$ cat config.mk
export PLATFORM = sky130hd
export DESIGN_NAME = seq_shift_add_mul_16
export DESIGN_NICKNAME = d
export VERILOG_FILES = /design/src/rtl/seq_shift_add_mul_16_pkg.sv /design/src/rtl/seq_shift_add_mul_16_cla.sv /design/src/rtl/seq_shift_add_mul_16.sv
export SDC_FILE = /design/constraint.sdc
export NUM_CORES = 1
export LEC_CHECK = 0
export ABC_AREA = 0
export CAP_MARGIN = 15
export CORE_MARGIN = 2
export CORE_UTILIZATION = 53
export CTS_CLUSTER_DIAMETER = 100
export CTS_CLUSTER_SIZE = 8
export DETAILED_ROUTE_END_ITERATION = 7
export MAX_ROUTING_LAYER = met4
export PLACE_DENSITY = 0.8
export SYNTH_ARGS = -nofsm -noshare
export SYNTH_HDL_FRONTEND = slang
export SYNTH_SLANG_ARGS = --single-unit
export TNS_END_PERCENT = 20
$ cat constraint.sdc
create_clock -name clk -period 4.3 [get_ports clk]
set_input_delay 0.86 -clock clk [delete_from_list [all_inputs] [get_ports clk]]
set_output_delay 0.86 -clock clk [all_outputs]
set_load 0.02 [all_outputs]
$ cat src/rtl/seq_shift_add_mul_16_pkg.sv
// rtl/seq_shift_add_mul_16_pkg.sv - shared constants and state encoding for the shift-add multiplier
package seq_shift_add_mul_16_pkg;
   localparam int MUL_WIDTH = 16;
   localparam int CNT_W     = $clog2(MUL_WIDTH) + 1;
   localparam logic [CNT_W-1:0] MUL_ITER_LAST = CNT_W'(MUL_WIDTH - 1);

   typedef enum logic {
      S_IDLE = 1'b0,
      S_RUN  = 1'b1
   } state_t;
endpackage

$ cat src/rtl/seq_shift_add_mul_16_cla.sv
// rtl/seq_shift_add_mul_16_cla.sv - 16-bit carry-lookahead adder, four 4-bit groups joined by a lookahead unit
module CLA_16_bit_LCU (
   input  logic [15:0] a,
   input  logic [15:0] b,
   input  logic        c_in,
   output logic [15:0] s,
   output logic        c_out,
   output logic        p,
   output logic        g
);
   logic [15:0] bp;
   logic [15:0] bg;
   logic [3:0]  gp;
   logic [3:0]  gg;
   logic [4:0]  cb;
   logic        cr;

   always_comb begin
      bp = a ^ b;
      bg = a & b;
      for (int j = 0; j < 4; j++) begin
         gp[j] = &bp[4*j +: 4];
         gg[j] = bg[4*j+3]
               | (bp[4*j+3] & bg[4*j+2])
               | (bp[4*j+3] & bp[4*j+2] & bg[4*j+1])
               | (bp[4*j+3] & bp[4*j+2] & bp[4*j+1] & bg[4*j]);
      end
      // group carries come from the lookahead unit, bit carries ripple inside a group
      cr = c_in;
      for (int j = 0; j < 4; j++) begin
         cb[j] = cr;
         cr = gg[j] | (gp[j] & cr);
      end
      cb[4] = cr;
      cr = 1'b0;
      for (int i = 0; i < 16; i++) begin
         if (i % 4 == 0) cr = cb[i/4];
         s[i] = bp[i] ^ cr;
         cr = bg[i] | (bp[i] & cr);
      end
      c_out = cb[4];
      p = &gp;
      g = gg[3] | (gp[3] & gg[2]) | (gp[3] & gp[2] & gg[1]) | (gp[3] & gp[2] & gp[1] & gg[0]);
   end
endmodule

$ cat src/rtl/seq_shift_add_mul_16.sv
// rtl/seq_shift_add_mul_16.sv - sequential 16x16->32 shift-and-add multiplier, one CLA iteration per clock
// Optional MUL_ZERO_BYPASS_EN: zero operands complete in one cycle without entering RUN.
module seq_shift_add_mul_16
   import seq_shift_add_mul_16_pkg::*;
(
   input  logic        clk,
   input  logic        rst,
   input  logic        start,
   input  logic [15:0] a,
   input  logic [15:0] b,
   output logic        busy,
   output logic        done,
   output logic [31:0] product
);
   state_t           state;
   logic [CNT_W-1:0] count;
   logic [31:0]      p_reg;
   logic [15:0]      mcand;
   logic [15:0]      addend;
   logic [15:0]      sum;
   logic             c;
   logic [31:0]      p_next;
   logic             cla_p_unused;
   logic             cla_g_unused;

   assign addend = p_reg[0] ? mcand : 16'd0;

   CLA_16_bit_LCU u_cla (
      .a     (p_reg[31:16]),
      .b     (addend),
      .c_in  (1'b0),
      .s     (sum),
      .c_out (c),
      .p     (cla_p_unused),
      .g     (cla_g_unused)
   );

   // carry-out becomes the top bit of the shifted partial product
   assign p_next = {c, sum, p_reg[15:1]};
   assign busy   = (state == S_RUN);

   always_ff @(posedge clk) begin
      if (rst) begin
         state   <= S_IDLE;
         count   <= '0;
         p_reg   <= '0;
         mcand   <= '0;
         product <= '0;
         done    <= 1'b0;
      end else begin
         done <= 1'b0;
         case (state)
            S_IDLE: begin
               if (start) begin
`ifdef MUL_ZERO_BYPASS_EN
                  if (a == 16'd0 || b == 16'd0) begin
                     product <= '0;
                     done    <= 1'b1;
                  end else begin
                     mcand <= a;
                     p_reg <= {16'd0, b};
                     count <= '0;
                     state <= S_RUN;
                  end
`else
                  mcand <= a;
                  p_reg <= {16'd0, b};
                  count <= '0;
                  state <= S_RUN;
`endif
               end
            end
            S_RUN: begin
               p_reg <= p_next;
               count <= count + 1'b1;
               if (count == MUL_ITER_LAST) begin
                  product <= p_next;
                  done    <= 1'b1;
                  state   <= S_IDLE;
               end
            end
            default: state <= S_IDLE;
         endcase
      end
   end
endmodule

==> out/results.ini, run 1 <==
[layout]
drive_above_1_share=0.0534
layout_commonest_cell=dfxtp_1
nets=566
area_delta_synth_final_pct=21.6
num_antenna_cells=0
fillers=600
final_cell_mix=86 x dfxtp_1, 67 x clkdlybuf4s50_1, 57 x nand2_1, 53 x a21oi_1, 53 x nor2_1
seqCellArea_um2=1740
multiInputGateArea_um2=1980

[global_route]
grt_pass1_vias=3094
grt_first_pass_wirelength_um=14500
grt_use_total=0.224
grt_max_degree=80
overflow=0
antenna_found_initial=0

[routing]
vias_per_cell=5.25
wire_per_inst_um=14.4
routed_wirelength_um=8690
ant_nets=0
vias=3176
drtIter0Drc=149
drt-pass1-iter-count=4
route.detailed.drc=0

[die]
core_area_um2=7250
rows=31
start_util=0.548
ios=69
die_area_um2=8200
floorplan.die.width_um=90.6
die_h_um=90.6

[timing]
worst_pin_slew_ns=0.742
setup_viol=0
setup_slack_ns=0.810
slew_headroom=0.505
slew_violations=0
whs_ns=0.453
hold_viol=0
fin_worst_skew_ns=0.00854
post-route-period-util=0.812
tns_ns=0
layout_min_cycle_time_ns=3.49
rsz0062_at_grt=no
fmax_mhz=287

[flow_run]
maxCapViolations=0

[clock_tree]
cts_setup_buffers=0
clk_pin_slew_ns=0.08
cts_resized=0
insertion_delay_ns=0.35
ctsHoldBuffers=0
cts_buffer_depth=2
cts_tree=done
cts-root-buf=clkbuf_8
h-tree-depth=3
clkSinkCount=87
numCtsBuffers=9

[hold_path]
worstHoldStart=product[17]
whs_path_depth=2
hold_end=product[17]
min_path_type=flip-flop to flip-flop

[logic_synthesis]
ys_async_sr_fraction=0
ys_seq_area_frac=0.439
synth_mux_area_frac=0.0428
synth_simple_gate_area_frac=0.164
synth_compound_area_frac=0.168
ys.flop_type=dfxtp_1
synthAdderAreaFrac=0.112
syn_area_um2=3970
synth_top_family_by_area=compound AO/OA/AOI/OAI gates
yosysUniqueCellTypes=39
synth.avg_cell_area_um2=8.86
syn_nets=512
synth_xor_area_frac=0.0110
yosys_warnings=0
synth_edf_count=0
ys_seq_elements=87
syn_inst=448

[pwr]
p_per_area_nw_per_um2=303
power.leakage_nw=1.98
max-vdd-ir-drop_v=0.000245

[setup_path]
critical_path_required_ns=4.54
cp-start-kind=flip-flop
timing.rr.end=product[29]
crit_family=adder cells
path_max_fanout=17
critPathSlowestCell=dfxtp_1
r2r_start=p_reg[0]
crit_chain=nand2_1 -> inv_1 -> ha_1 -> a21oi_1 -> o21a_1 -> o221a_4 -> o21a_4 -> fa_1 -> fa_1 -> inv_1 -> fa_1 -> a22o_1
crit_top_cell=fa_1
crit_type=flip-flop to flip-flop
cp_slowest_stage_delay_ns=0.70
ff2ff_path_depth=12
cp-end-kind=flip-flop
rrSetupSlack_ns=0.81
crit_buf_inv=2
arrival_ns=3.73

[placed_design]
place_congestion=0.919
port_buffers=68
post-dp-hpwl_um=5980
dp_slack_ns=0.843

[run_status]
status=complete, no violations

-- through the flow --
step	util	instances	total power, mW	area, um^2
after floorplan	-	448	0.942	3970
after global placement	0.643	590	0.989	4670
after detailed placement	0.643	590	0.993	4670
final	0.666	605	1.47	4830
after CTS	0.666	605	1.48	4830
after global routing	0.666	605	1.53	4830
-- cells by family (layout without fill, tap and decap cells) --
| group | after synthesis | after routing |
|---|---|---|
| AO/OA/AOI/OAI | 102 | 102 |
| XOR/XNOR | 5 | 5 |
| adder cells (fa/ha/maj) | 29 | 29 |
| buffers and inverters | 60 | 118 |
| flip-flops | 87 | 87 |
| multiplexers | 17 | 17 |
| AND/OR/NAND/NOR | 148 | 148 |
-- layout make-up --
cell class	count	area share
Inverter	31	0.0241
Clock inverter	4	0.00466
Sequential cell	87	0.361
Clock buffer	11	0.0293
Timing Repair Buffer	72	0.146
Tap cell	99	0.0256
Multi-Input combinational cell	301	0.409
-- routing by layer --
| metal | part of all wire | track usage | vias up |
|---|---|---|---|
| li1 | - | - | 1598 |
| met3 | 0.050 | 0.0367 | 11 |
| met2 | 0.50 | 0.376 | 88 |
| met5 | 0 | - | - |
| met1 | 0.44 | 0.277 | 1479 |
| met4 | 0.012 | 0.0718 | 0 |
-- power by group --
part | total (mW) | switching [mW] | internal, mW
logic | 0.132 | 0.0725 | 0.0596
registers | 0.843 | 0.0177 | 0.826
clock network | 0.490 | 0.270 | 0.220
total | 1.47 | 0.360 | 1.11
-- how the worst max path moves through the flow --
| stage | start | end | slack, ns | cells past startpoint |
|---|---|---|---|---|
| 2_1_floorplan | p_reg[0] | product[29] | 1.14 | 13 |
| 3_3_place_gp | p_reg[0] | product[29] | 0.99 | 11 |
| 3_5_place_dp | p_reg[0] | product[29] | 0.84 | 12 |
| 4_1_cts | p_reg[0] | product[29] | 0.83 | 12 |
| 5_1_grt | p_reg[0] | p_reg[29] | 0.62 | 13 |
| 6_report | p_reg[0] | product[29] | 0.81 | 12 |
-- worst min-delay path, stage by stage (launching register included) --
cell and delay (ns):
dfxtp_1 0.33, nand2_1 0.04, o21ai_0 0.05
-- cells in the mapped netlist, types with 2 or more instances --
master,number,area share
fa_1,11,0.055
mux2i_1,17,0.043
xnor2_1,4,0.0088
and2_1,7,0.011
o21ai_0,12,0.015
dfxtp_1,87,0.44
inv_1,30,0.028
a21oi_1,53,0.067
clkbuf_1,10,0.0095
ha_1,18,0.057
nor2b_1,2,0.0032
a22o_1,20,0.044
nand2_1,57,0.054
a21o_1,2,0.0038
nand4_1,2,0.0032
nand3_1,3,0.0038
nor3b_1,7,0.013
and3_1,2,0.0032
o31a_1,7,0.015
buf_4,2,0.0038
nor3_1,4,0.0050
nand2b_1,8,0.013
nor2_1,53,0.050
buf_2,15,0.019
(Power assumes the default switching activity.)
==> run 2, diff against run 1 <==
clock period = 3.23 ns   (was 4.3 ns; I/O delays follow)
==> run 2 against run 1 <==
Sequential share of layout area is 0.65 points lower. First-iteration DRC count is 8.7% higher. Sequential cell count stayed put. Fmax is 12% higher. Sequential power is 33% higher. Hold slack better by 0.0052 ns. Die area stayed put. Via count is 1.5% higher. Worst setup slack worse by 0.70 ns. Cell area is 2.0% higher. Largest cell class unchanged. Largest power group unchanged.
==> out/results.ini, run 2 (synthesis gave the netlist of run 1 again) <==
[run_status]
status=complete, no violations

[timing]
layout_min_cycle_time_ns=3.12
setup_viol=0
slew_headroom=0.527
post-route-period-util=0.966
rsz0062_at_grt=no
worst_pin_slew_ns=0.709
fmax_mhz=321
setup_slack_ns=0.111
whs_ns=0.458
slew_violations=0
tns_ns=0
hold_viol=0
fin_worst_skew_ns=0.0112

[clock_tree]
cts_tree=done
ctsHoldBuffers=0
cts_buffer_depth=2
clk_pin_slew_ns=0.09
numCtsBuffers=9
cts_setup_buffers=0
h-tree-depth=3
insertion_delay_ns=0.37
clkSinkCount=87
cts-root-buf=clkbuf_8

[placed_design]
dp_slack_ns=0.0452
place_congestion=0.886
port_buffers=68
post-dp-hpwl_um=6100
placedInstanceArea_um2=4730
placed_cells=599

[global_route]
antenna_found_initial=0
grt_first_pass_wirelength_um=14900
grt_use_total=0.232
grt_pass1_vias=3120
overflow=0
grt_max_degree=54

[routing]
routed_wirelength_um=8830
vias=3225
drtIter0Drc=162
vias_per_cell=5.24
route.detailed.drc=0
ant_nets=0
wire_per_inst_um=14.3
drt-pass1-iter-count=4

[pwr]
p_per_area_nw_per_um2=406
finalPower_mw=2.00
max-vdd-ir-drop_v=0.000236
power.leakage_nw=2.02

[die]
die_h_um=90.6
die_area_um2=8200
ios=69
core_area_um2=7250
rows=31
start_util=0.548
floorplan.die.width_um=90.6

[setup_path]
path_max_fanout=9
cp-start-kind=flip-flop
critical_path_required_ns=3.48
crit_type=flip-flop to flip-flop
arrival_ns=3.37
cp-end-kind=flip-flop

[layout]
nets=575
layout_commonest_cell=dfxtp_1
multiInputGateArea_um2=2000
fillers=588
drive_above_1_share=0.0795
final-instance-count-excl-fill=615
seqCellArea_um2=1750
final_util=0.679
stdcell_area_um2=4930
num_antenna_cells=0
final_cell_mix=85 x dfxtp_1, 67 x clkdlybuf4s50_1, 57 x nand2_1, 53 x nor2_1, 52 x a21oi_1
area_delta_synth_final_pct=24.1

[hold_path]
min_path_type=flip-flop to flip-flop

[flow_run]
maxCapViolations=0

## run 2: cell count changes in the layout (fill, tap and decap cells not counted), sizes merged
cell / before / now
clkbuf: 11 / 10
clkinvlp: 1 / 3
buf: 5 / 14
inv: 31 / 33
clkinv: 3 / 1
## run 2: final cells by class
type                            count  area share
Multi-Input combinational cell    301       0.405
Sequential cell                    87       0.354
Timing Repair Buffer               81       0.157
Clock buffer                       10      0.0259
Tap cell                           99      0.0251
Inverter                           31      0.0236
Clock inverter                      6     0.00914
## run 2: what timing repair did
item	in CTS	in global routing
setup endpoints to repair	0	3
hold endpoints to repair	0	0
resized for setup	0	5
## run 2: metal layers
metal / wire length, um / vias to the layer above / track usage
met1: 4170 / 1540 / 0.304
met2: 4250 / 53 / 0.364
met4: 142 / 0 / 0.0910
li1: - / 1620 / -
met5: 0 / - / -
met3: 262 / 12 / 0.0342
## run 2: final timing paths
| kind | start | to | slack (ns) | cells past startpoint |
|---|---|---|---|---|
| min reg2reg | mcand[7] | mcand[7] | 0.46 | 2 |
| min | mcand[7] | mcand[7] | 0.46 | 2 |
| max | p_reg[0] | product[29] | 0.11 | 11 |
| max reg2reg | p_reg[0] | product[29] | 0.11 | 11 |
## run 2: where the power goes
group / internal, mW / switching (mW) / leakage [nW]
logic: 0.0830 / 0.0973 / 1.23
registers: 1.10 / 0.0250 / 0.707
clock network: 0.284 / 0.412 / 0.0793
## run 2: critical path, stage by stage, from the launching register on
cell     delay, ns
dfxtp_4       0.38
and2_1        0.18
ha_4          0.28
nand2_1       0.05
o21a_1        0.21
o221a_4       0.23
o21a_4        0.22
fa_1          0.37
fa_2          0.34
inv_1         0.07
fa_1          0.44
a22o_1        0.23
